`config.mk`:
```
export PLATFORM = sky130hd
export DESIGN_NAME = key_command_debouncer
export DESIGN_NICKNAME = d
export VERILOG_FILES = /design/src/rtl/game_input_pkg.sv /design/src/rtl/key_debounce_channel.sv /design/src/rtl/key_command_debouncer.sv
export SDC_FILE = /design/constraint.sdc
export NUM_CORES = 1
export LEC_CHECK = 0
export ABC_CLOCK_PERIOD_IN_PS = 2100
export CORE_MARGIN = 3
export CORE_UTILIZATION = 40
export DETAILED_ROUTE_END_ITERATION = 10
export GPL_TIMING_DRIVEN = 1
export PLACE_DENSITY = 0.6
export REMOVE_ABC_BUFFERS = 1
export SYNTH_ARGS = -nofsm -noshare
export SYNTH_HDL_FRONTEND = slang
export SYNTH_SLANG_ARGS = --single-unit
```
`constraint.sdc`:
```
create_clock -name i_clk -period 2.1 [get_ports i_clk]
set_input_delay 0.42 -clock i_clk [delete_from_list [all_inputs] [get_ports i_clk]]
set_output_delay 0.42 -clock i_clk [all_outputs]
set_load 0.1 [all_outputs]
```
`src/rtl/game_input_pkg.sv`:
```
// rtl/game_input_pkg.sv - shared command type, key channel indices and debounce constants
package game_input_pkg;

   typedef enum logic [1:0] {
      COMMAND_NONE  = 2'd0,
      COMMAND_HIT   = 2'd1,
      COMMAND_STAND = 2'd2
   } gameCommand;

   typedef enum logic {
      CMD_IDLE    = 1'b0,
      CMD_PENDING = 1'b1
   } cmd_state_t;

   localparam int KEY_HIT   = 0;
   localparam int KEY_STAND = 1;
   localparam int KEY_DEAL  = 2;

   localparam int DEBOUNCE_SIM  = 10;
   localparam int DEBOUNCE_PROD = 10000;

endpackage

```
`src/rtl/key_debounce_channel.sv`:
```
// rtl/key_debounce_channel.sv - one button: two-flop synchroniser, stable-count debounce, press/release pulses
module key_debounce_channel #(
   parameter int CNT_W           = 14,
   parameter int DEBOUNCE_CYCLES = 10
) (
   input  logic i_clk,
   input  logic i_rst_n,
   input  logic i_key,
   output logic o_level,
   output logic o_press,
   output logic o_release
);

   localparam logic [CNT_W-1:0] CNT_LAST = CNT_W'(DEBOUNCE_CYCLES - 1);

   logic             sync_q1;
   logic             sync_q2;
   logic [CNT_W-1:0] count;
   logic             sample;

   // Buttons are active-low; the synchronisers idle at 1 so reset reads as released.
   assign sample = ~sync_q2;

   always_ff @(posedge i_clk or negedge i_rst_n) begin
      if (!i_rst_n) begin
         sync_q1   <= 1'b1;
         sync_q2   <= 1'b1;
         count     <= '0;
         o_level   <= 1'b0;
         o_press   <= 1'b0;
         o_release <= 1'b0;
      end else begin
         sync_q1   <= i_key;
         sync_q2   <= sync_q1;
         o_press   <= 1'b0;
         o_release <= 1'b0;
         if (sample == o_level) begin
            count <= '0;
         end else if (count == CNT_LAST) begin
            o_level   <= sample;
            count     <= '0;
            o_press   <= sample;
            o_release <= ~sample;
         end else begin
            count <= count + 1'b1;
         end
      end
   end

endmodule

```
`src/rtl/key_command_debouncer.sv`:
```
// rtl/key_command_debouncer.sv - debounced key front-end with HIT/STAND command handshake and DEAL pulse
module key_command_debouncer
   import game_input_pkg::*;
#(
   parameter int NUM_KEYS        = 3,
   parameter int CNT_W           = 14,
   parameter int DEBOUNCE_CYCLES = DEBOUNCE_SIM
) (
   input  logic                i_clk,
   input  logic                i_rst_n,
   input  logic [NUM_KEYS-1:0] i_KEY,
   input  logic                i_turnIndicator,
   input  logic                i_cmd_ack,
   output logic [NUM_KEYS-1:0] o_key_level,
   output logic [NUM_KEYS-1:0] o_key_press,
   output logic [NUM_KEYS-1:0] o_key_release,
   output logic                o_dealButtonPushed,
   output logic                o_cmd_valid,
   output gameCommand          o_command,
   output logic                o_overrun
);

   cmd_state_t cmd_state;
   logic       qualify;
   gameCommand next_cmd;

   for (genvar k = 0; k < NUM_KEYS; k++) begin : g_chan
      key_debounce_channel #(
         .CNT_W           (CNT_W),
         .DEBOUNCE_CYCLES (DEBOUNCE_CYCLES)
      ) u_chan (
         .i_clk     (i_clk),
         .i_rst_n   (i_rst_n),
         .i_key     (i_KEY[k]),
         .o_level   (o_key_level[k]),
         .o_press   (o_key_press[k]),
         .o_release (o_key_release[k])
      );
   end

   assign o_dealButtonPushed = o_key_press[KEY_DEAL];

   // STAND takes priority when both presses land on the same cycle.
   assign qualify  = o_key_press[KEY_HIT] | o_key_press[KEY_STAND];
   assign next_cmd = o_key_press[KEY_STAND] ? COMMAND_STAND : COMMAND_HIT;

   always_ff @(posedge i_clk or negedge i_rst_n) begin
      if (!i_rst_n) begin
         cmd_state   <= CMD_IDLE;
         o_cmd_valid <= 1'b0;
         o_command   <= COMMAND_NONE;
         o_overrun   <= 1'b0;
      end else begin
         o_overrun <= 1'b0;
         if (!i_turnIndicator) begin
            // Losing the turn cancels everything, including a same-cycle ack or press.
            cmd_state   <= CMD_IDLE;
            o_cmd_valid <= 1'b0;
            o_command   <= COMMAND_NONE;
         end else begin
            case (cmd_state)
               CMD_IDLE: begin
                  if (qualify) begin
                     cmd_state   <= CMD_PENDING;
                     o_cmd_valid <= 1'b1;
                     o_command   <= next_cmd;
                  end
               end
               CMD_PENDING: begin
                  if (i_cmd_ack) begin
                     if (qualify) begin
                        o_command <= next_cmd;
                     end else begin
                        cmd_state   <= CMD_IDLE;
                        o_cmd_valid <= 1'b0;
                        o_command   <= COMMAND_NONE;
                     end
                  end else if (qualify) begin
                     o_overrun <= 1'b1;
                  end
               end
               default: begin
                  cmd_state   <= CMD_IDLE;
                  o_cmd_valid <= 1'b0;
                  o_command   <= COMMAND_NONE;
               end
            endcase
         end
      end
   end

endmodule

```
==> flow_summary.yaml, run 1 <==
yosys:
  ys_seq_area_frac: 0.510
  synth_area_leaders: "dfrtp_1, xor2_1, dfstp_2, xnor2_1, nor2_1"
  yosysMostFrequentCell: "dfrtp_1"
  ys_types: 36
  syn_area_um2: 3060
  synth_top_cell_area_share: 0.458
  syn_inst: 280
  synthFlopType: "dfrtp_1"
  synth_edf_count: 0
  post-synth-top-area-cell: "dfrtp_1"
  ys_ff_latch: 62
  syn_avg_cell_area_um2: 10.9
  ys_warn_count: 0
  netlist_top_cells_count: "dfrtp_1, nor2_1, xor2_1"
  async_reset_ff_frac: 1.00
placement:
  dpl.hpwl_um: 3370
  gp_congestion: 0.742
  port_buffers: 20
run_status:
  outcome: "complete, no violations"
worst_setup_path:
  crit_required_ps: 2310
  worstSetupEndpointType: "flip-flop"
  setup.worst_path.class: "reg -> reg"
  crit_path_start_kind: "flip-flop"
  path_max_fanout: 14
  critPathArrivalTime_ps: 1880
power_and_ir_drop:
  p_leak_nw: 1.54
  power_w: 0.00245
  vdd_drop_max_mv: 0.253
  swShare: 0.274
  power_frac_seq: 0.539
  pwr-share-clk: 0.366
  switching_power_w: 0.000669
  internal_power_w: 0.00178
  power_frac_comb: 0.095
  p_per_area_nw_per_um2: 714
final_layout:
  nets: 316
  syn2layout_area_growth_pct: 12.0
  layout-drive-gt1-share: 0.226
  fillers: 671
  n_antenna_cell: 0
floorplan:
  core_area_um2: 7330
  start_util: 0.417
  dieArea_um2: 8730
  rows: 31
  ios: 21
  fp.dieH_um: 93.4
  dieWidth_um: 93.4
route:
  first_pass_iters: 4
  num_vias: 1962
  drc: 0
  drtIter0Drc: 64
  final_antenna_net_count: 0
  routedWlPerCell_um: 12.4
  wl_um: 5020
  vias_per_cell: 4.86
grt:
  grt-ovfl-total: 0
  grt_pass1_wl_um: 9200
  grt_max_degree: 63
  grt_pass1_vias: 2018
  antenna_found_initial: 0
  grt_use_total: 0.134
timing:
  fin_setup_tns_ps: 0
  skew_ps: 5.47
  relSlewSlack: 0.737
  post-route-period-util: 0.797
  finalHoldViolCount: 0
  rsz0062_at_grt: "no"
  finalSetupViolations: 0
  maxSlewViolCount: 0
  fmax_mhz: 598
  tightest_slew_ps: 392
  holdWs_ps: 76.1
  fin_crit_ps: 1670
job:
  cap_violations: 0
clock_tree:
  clock-sinks: 62
  h-tree-depth: 3
  cts_made_buffers: 9
  cts.clk_slew.worst_paths_ps: 70
  clk_path_buf_depth: 2
  post_cts_buffers: 0
  cts_tree: "yes"
  hold_buffers: 0
  worstSkewPairLatency_ps: 340
  cts_resized: 0
  cts_root_buf: "clkbuf_8"
hold_path:
  hp-class: "in -> async"
cell type report:
cell class,count,area [um2],share of cell area
repair buffers,21,180,0.0526
inverters,6,22.5,0.00658
clock inverters,4,22.5,0.00658
flip-flops and latches,62,1560,0.455
clock buffers,12,145,0.0424
multi-input cells,200,1370,0.400
well taps,99,124,0.0362
final timing paths:
kind / from / endpoint / slack [ps] / depth (start not counted)
max: g_chan[1].u_chan.count[0] / g_chan[1].u_chan.count[3] / 430 / 5
min: i_rst_n / o_command[1] / 80 / 2
max reg2reg: g_chan[1].u_chan.count[0] / g_chan[1].u_chan.count[3] / 430 / 5
min reg2reg: g_chan[0].u_chan.sync_q1 / g_chan[0].u_chan.sync_q2 / 360 / 0
max in group asynchronous: i_rst_n / g_chan[1].u_chan.sync_q1 / 1700 / 2
min in group i_clk: g_chan[0].u_chan.sync_q1 / g_chan[0].u_chan.sync_q2 / 360 / 0
worst max-delay path, stage by stage, from the launching register on:
cell,delay [ps]
dfrtp_1,470
ha_1,180
nor3b_1,220
nand4_2,200
nand2_2,370
nor2_1,100
per-stage QoR:
step / cells / utilization / instance area [um2] / setup WS (ps)
after floorplan: 268 / - / 2950 / 201
after global placement: 388 / 0.444 / 3260 / 459
after detailed placement: 388 / 0.444 / 3260 / 418
after CTS: 404 / 0.467 / 3420 / 408
after global routing: 404 / 0.467 / 3420 / 271
final: 404 / 0.467 / 3420 / 427
placed cells by master (no fill, tap or decap), types with 2 or more instances in the layout:
master and instances:
nand3_1 9, and2_1 2, dfrtp_1 56, nor4_4 3, buf_4 14, nor2_2 15, nor4_2 2, and3_1 8
nor4b_2 3, nand3_2 2, a21oi_1 2, o21ai_0 5, and4_1 3, ha_1 9, clkbuf_8 10, nand4_2 4
nand2_1 19, inv_1 6, nor3_1 9, nor4_1 2, xor2_1 21, dfstp_2 6, xnor2_1 18, clkinv_2 3
nand4_1 13, nand2_2 3, clkbuf_1 2, nor2_1 39, clkdlybuf4s50_1 5
power by group through the flow:
| stage | sequential (W) | combinational (W) | clock (W) |
|---|---|---|---|
| after floorplan | 0.00136 | 0.000125 | 0 |
| after CTS | 0.00132 | 0.000239 | 0.000931 |
| after detailed placement | 0.00134 | 0.000237 | 0 |
| after global routing | 0.00133 | 0.000263 | 0.000974 |
| after global placement | 0.00134 | 0.000241 | 0 |
| final | 0.00132 | 0.000233 | 0.000895 |
sequential cells by signal, indices dropped and copies added (netlist names):
register,flops
g_chan.u_chan.sync_q1,3
cmd_state,1
g_chan.u_chan.o_release,3
o_cmd_valid,1
o_command,2
o_overrun,1
g_chan.u_chan.o_level,3
g_chan.u_chan.o_press,3
g_chan.u_chan.sync_q2,3
g_chan.u_chan.count,42
layer usage:
layer  wire length, um  global-route usage  up-vias
met5                 0                   0        -
met4                98              0.0708        0
met3               198              0.0402        7
met2              2290               0.199       29
met1              2430               0.175      940
li1                  -                   -      986
logic make-up (layout without fill, tap and decap cells):
kind of cell             count (synthesis)  after routing  synth area share
AND/OR/NAND/NOR                        141            141             0.278
flip-flops                              62             62             0.510
XOR/XNOR                                39             39             0.112
buffers and inverters                   18             43            0.0417
AO/OA/AOI/OAI                           11             11            0.0221
adder cells (fa/ha/maj)                  9              9            0.0368
(Power assumes the default switching activity.)
==> inputs of run 2 (changes only) <==
- ABC_CLOCK_PERIOD_IN_PS: 2100 -> 1400
- PLACE_DENSITY: 0.6 -> 0.62
- clock period: 2.1 -> 1.4 ns (I/O delays scaled with it)
==> flow_summary.yaml, run 2 (same netlist as run 1, synthesis figures left out) <==
timing:
  tightest_slew_ps: 334
  fmax_mhz: 722
  post-route-period-util: 0.989
  fin_setup_tns_ps: 0
  fin_crit_ps: 1380
  rsz0062_at_grt: "yes"
  maxSlewViolCount: 0
  skew_ps: 6.46
  finalSetupViolations: 0
  relSlewSlack: 0.778
  finalHoldViolCount: 0
  finalWorstSetupSlack_ps: 15.8
worst_setup_path:
  crit_family: "simple AND/OR/NAND/NOR gates"
  r2r_end: "g_chan[1].u_chan.count[7]"
  path_cells: "buf_4 -> and4_2 -> nand4_1 -> xor2_2 -> nor2_2"
  critPathArrivalTime_ps: 1600
  crit_path_start_kind: "flip-flop"
  worstReg2RegStart: "g_chan[1].u_chan.count[5]"
  crit_required_ps: 1620
  crit_slowest_cell: "dfrtp_1"
  r2r_cells: 5
  setup.worst_path.class: "reg -> reg"
  critical-path-max-stage-delay_ps: 400
  r2r_slack_ps: 20
  worstSetupEndpointType: "flip-flop"
  path_max_fanout: 5
  worst-path-buf-inv: 1
  cp-startpoint: "g_chan[1].u_chan.count[5]"
grt:
  grt_pass1_vias: 2098
  antenna_found_initial: 0
  grt-ovfl-total: 0
  grt_pass1_wl_um: 9560
  grt_max_degree: 38
  grt_use_total: 0.140
clock_tree:
  cts_root_buf: "clkbuf_8"
  clk_path_buf_depth: 2
  cts_tree: "yes"
  cts.clk_slew.worst_paths_ps: 70
  clock-sinks: 62
  cts_made_buffers: 9
  h-tree-depth: 3
  worstSkewPairLatency_ps: 330
power_and_ir_drop:
  power_frac_seq: 0.434
  pwr-share-clk: 0.433
  power_w: 0.00446
  vdd_drop_max_mv: 0.502
  power_frac_comb: 0.133
  internal_power_w: 0.00337
  p_leak_nw: 1.82
  switching_power_w: 0.00109
  swShare: 0.244
  p_per_area_nw_per_um2: 1090
run_status:
  outcome: "complete, no violations"
final_layout:
  largest_register_ffs: 42
  nets: 353
  final_cell_mix: "dfrtp_1, nor2_1, buf_4, xor2_1"
  syn2layout_area_growth_pct: 33.6
  n_antenna_cell: 0
  final_common_cell: "dfrtp_1"
  largest-register: "g_chan.u_chan.count"
  layout-drive-gt1-share: 0.357
route:
  dr_wl_met3_um: 207
  wl_um: 5550
  wl_met2_um: 2600
  vias_per_cell: 4.82
  num_vias: 2127
  final_antenna_net_count: 0
  drtIter0Drc: 39
  drc: 0
  first_pass_iters: 4
  routedWlPerCell_um: 12.6
  m1WireLength_um: 2610
  maxUsedRoutingLayer: "met4"
floorplan:
  rows: 31
  ios: 21
  fp.dieH_um: 93.4
  dieArea_um2: 8730
  dieWidth_um: 93.4
  core_area_um2: 7330
  start_util: 0.417
placement:
  gp_congestion: 0.774
  post-place-ws_ps: -61.8
  dpl.hpwl_um: 3780
  port_buffers: 20
hold_path:
  worstHoldPathCells: 0
  hp-start: "g_chan[0].u_chan.sync_q1"
  worst_hold_path.endpoint: "g_chan[0].u_chan.sync_q2"
  hp-class: "reg -> reg"
job:
  cap_violations: 0
## run 2: changes by cell type in the layout (fill, tap and decap cells not counted), sizes merged
cell         previous run  this run
buf                    16        52
bufinv                  0         3
clkbuf                 12        10
clkinvlp                1         0
dlygate4sd3             0         1
## run 2: power by group through the flow
| stage | registers, W | clock network (W) | logic (W) |
|---|---|---|---|
| global route | 0.00194 | 0.00206 | 0.000659 |
| detailed placement | 0.00196 | 0 | 0.000554 |
| finish | 0.00193 | 0.00193 | 0.000594 |
| global placement | 0.00196 | 0 | 0.000550 |
| CTS | 0.00193 | 0.00199 | 0.000562 |
| floorplan | 0.00204 | 0 | 0.000188 |
## run 2: per-stage QoR
| stage | util | hold slack [ps] | cell area, um2 | cells |
|---|---|---|---|---|
| global placement | 0.507 | 195 | 3720 | 423 |
| CTS | 0.544 | 333 | 3990 | 440 |
| floorplan | - | -15.6 | 2950 | 268 |
| finish | 0.557 | 350 | 4080 | 441 |
| global route | 0.557 | 341 | 4080 | 441 |
| detailed placement | 0.507 | 198 | 3720 | 423 |
## run 2: per-layer routing
metal	GRT usage	vias to the layer above
met2	0.217	34
met4	0.0806	0
met3	0.0265	11
li1	-	1056
met1	0.182	1026
met5	0	-
## run 2: how the worst max path moves through the flow
stage,end,depth (start not counted)
floorplan,o_dealButtonPushed,0
global placement,g_chan[0].u_chan.count[13],4
detailed placement,g_chan[0].u_chan.count[11],4
CTS,g_chan[2].u_chan.o_level,7
global route,g_chan[1].u_chan.count[7],5
finish,g_chan[1].u_chan.count[7],5
## run 2: what timing repair did
action                                 in CTS  in global routing
hold buffers                                1                  0
buffers inserted                            0                  1
pin swaps                                   1                  7
endpoints found under the hold margin      10                  0
gates resized for setup                     2                 20
setup endpoints to repair                  15                 49
## run 2: worst reg2reg max path, cell delays in order, from the launching register on
cell and delay [ps]:
dfrtp_1 400, buf_4 150, and4_2 270, nand4_1 180, xor2_2 230, nor2_2 40
## run 2: area by class of cell
class,instances,area (um2)
clock buffer,10,138
clock inverter,6,109
fill,613,3250
inverter,6,22.5
multi-input combinational,200,1460
sequential,62,1560
tap,99,124
timing repair buffer,58,668
==> inputs of run 3 (changes only) <==
- CELL_PAD_IN_SITES_DETAIL_PLACEMENT: not set -> 1
- CELL_PAD_IN_SITES_GLOBAL_PLACEMENT: not set -> 2
- CORE_UTILIZATION: 40 -> 35
- PLACE_DENSITY: 0.62 -> 0.77
==> flow_summary.yaml, run 3 (same netlist as run 1, synthesis figures left out) <==
final_layout:
  seq_area_um2: 1560
  nets: 353
  layout-drive-gt1-share: 0.351
  fillers: 901
  layout.cells.non_filler: 447
  largest-register: "g_chan.u_chan.count"
  final_common_cell: "dfrtp_1"
  final_cell_mix: "dfrtp_1, nor2_1, buf_4, xor2_1"
  largest_register_ffs: 42
  multi_input_area_um2: 1480
  syn2layout_area_growth_pct: 35.7
  n_antenna_cell: 0
clock_tree:
  clock-sinks: 62
  cts_tree: "yes"
  clk_path_buf_depth: 2
  cts_root_buf: "clkbuf_8"
  cts.clk_slew.worst_paths_ps: 70
  cts_made_buffers: 9
  h-tree-depth: 3
  worstSkewPairLatency_ps: 340
placement:
  gp_congestion: 0.736
  port_buffers: 20
  post-place-ws_ps: -60.4
  place_inst: 428
  dpl.hpwl_um: 4480
floorplan:
  rows: 33
  core_area_um2: 8340
  start_util: 0.366
  dieWidth_um: 99.5
  fp.dieH_um: 99.5
  dieArea_um2: 9890
  ios: 21
worst_setup_path:
  critical-path-max-stage-delay_ps: 420
  path_cells: "nor4_4 -> nand4_4 -> nand2_4 -> clkbuf_16 -> nor2_2"
  r2r_cells: 5
  path_max_fanout: 7
  cp-startpoint: "g_chan[1].u_chan.count[10]"
  r2r_end: "g_chan[1].u_chan.count[7]"
  critPathArrivalTime_ps: 1620
  crit_required_ps: 1630
  setup.worst_path.class: "reg -> reg"
  worstReg2RegStart: "g_chan[1].u_chan.count[10]"
  worstSetupEndpointType: "flip-flop"
  crit_path_start_kind: "flip-flop"
  r2r_slack_ps: 7
  crit_slowest_cell: "dfrtp_1"
  cp-endpoint: "g_chan[1].u_chan.count[7]"
grt:
  antenna_found_initial: 0
  grt_pass1_wl_um: 11200
  grt_use_total: 0.143
  grt_max_degree: 63
  grt-ovfl-total: 0
  grt_pass1_vias: 2361
power_and_ir_drop:
  p_leak_nw: 1.82
  vdd_drop_max_mv: 0.586
  p_per_area_nw_per_um2: 1100
run_status:
  outcome: "complete, no violations"
timing:
  skew_ps: 5.27
  fin_crit_ps: 1390
  finalWorstSetupSlack_ps: 6.79
  relSlewSlack: 0.761
  rsz0062_at_grt: "yes"
  maxSlewViolCount: 0
  finalSetupViolations: 0
  finalHoldViolCount: 0
  post-route-period-util: 0.995
  tightest_slew_ps: 358
  fin_setup_tns_ps: 0
  fmax_mhz: 718
route:
  drtIter0Drc: 31
  drc: 0
  final_antenna_net_count: 0
  routedWlPerCell_um: 14.7
  wl_um: 6560
  vias_per_cell: 4.90
  first_pass_iters: 3
  num_vias: 2192
job:
  cap_violations: 0
hold_path:
  hp-class: "reg -> reg"
## run 3: changes by cell type in the layout (fill, tap and decap cells not counted), moves of 2 or more
cell,previous run,this run
buf_4,32,29
ha_1,5,8
nor3_1,7,4
clkbuf_1,0,2
clkinv_2,2,0
dfrtp_1,55,53
dfrtp_2,1,3
ha_2,3,1
nor3_2,2,4
nor4_2,4,2
nor4_4,3,5
## run 3: metal layers
| layer | vias up | routed length, um | track usage |
|---|---|---|---|
| li1 | 1059 | - | - |
| met1 | 1100 | 2930 | 0.179 |
| met2 | 27 | 3350 | 0.231 |
| met3 | 6 | 180 | 0.0442 |
| met4 | 0 | 91 | 0.0567 |
| met5 | - | 0 | 0 |
## run 3: area by class of cell
class	instances	area share
Sequential cell	62	0.377
Timing Repair Buffer	58	0.169
Inverter	6	0.00543
Clock buffer	13	0.0383
Multi-Input combinational cell	200	0.357
Tap cell	105	0.0317
Clock inverter	3	0.0217
## run 3: worst min path at each step
stage                             start                         end  slack (ps)  cells after the start
2_1_floorplan                   i_rst_n                   cmd_state         -20                      0
3_5_place_dp                    i_rst_n   g_chan[0].u_chan.count[9]         320                      2
3_3_place_gp                    i_rst_n  g_chan[0].u_chan.count[11]         320                      2
5_1_grt        g_chan[2].u_chan.sync_q1    g_chan[2].u_chan.sync_q2         360                      0
6_report       g_chan[2].u_chan.sync_q1    g_chan[2].u_chan.sync_q2         350                      0
4_1_cts                        i_KEY[1]    g_chan[1].u_chan.sync_q1         340                      1
## run 3: where the power goes
| part | internal (W) | total [W] | leakage (nW) | switching, W |
|---|---|---|---|---|
| Sequential | 0.00187 | 0.00194 | 0.833 | 0.0000711 |
| Clock | 0.00128 | 0.00197 | 0.124 | 0.000687 |
| Combinational | 0.000297 | 0.000638 | 0.868 | 0.000341 |
## run 3: what timing repair did
| action | CTS | global route |
|---|---|---|
| pin swaps | 1 | 6 |
| cloned | 0 | 1 |
| hold buffers | 1 | 0 |
| endpoints found under the hold margin | 56 | 0 |
| setup buffers | 0 | 1 |
| endpoints found under the setup margin | 32 | 49 |
| resized for setup | 4 | 23 |
## run 3: metrics by stage
step | instance area, um2 | utilization | hold WS, ps | power, W
3_5_place_dp | 3730 | 0.447 | 319 | 0.00255
3_3_place_gp | 3730 | 0.447 | 318 | 0.00253
6_report | 4150 | 0.497 | 350 | 0.00455
4_1_cts | 4020 | 0.482 | 341 | 0.00458
2_1_floorplan | 2950 | - | -15.6 | 0.00223
5_1_grt | 4150 | 0.497 | 358 | 0.00476
## run 3: worst max-delay path, delay by kind of cell (launching register included)
family        cells  cell delay (ps)
simple gates      4              700
flops             1              420
buf+inv           1              160
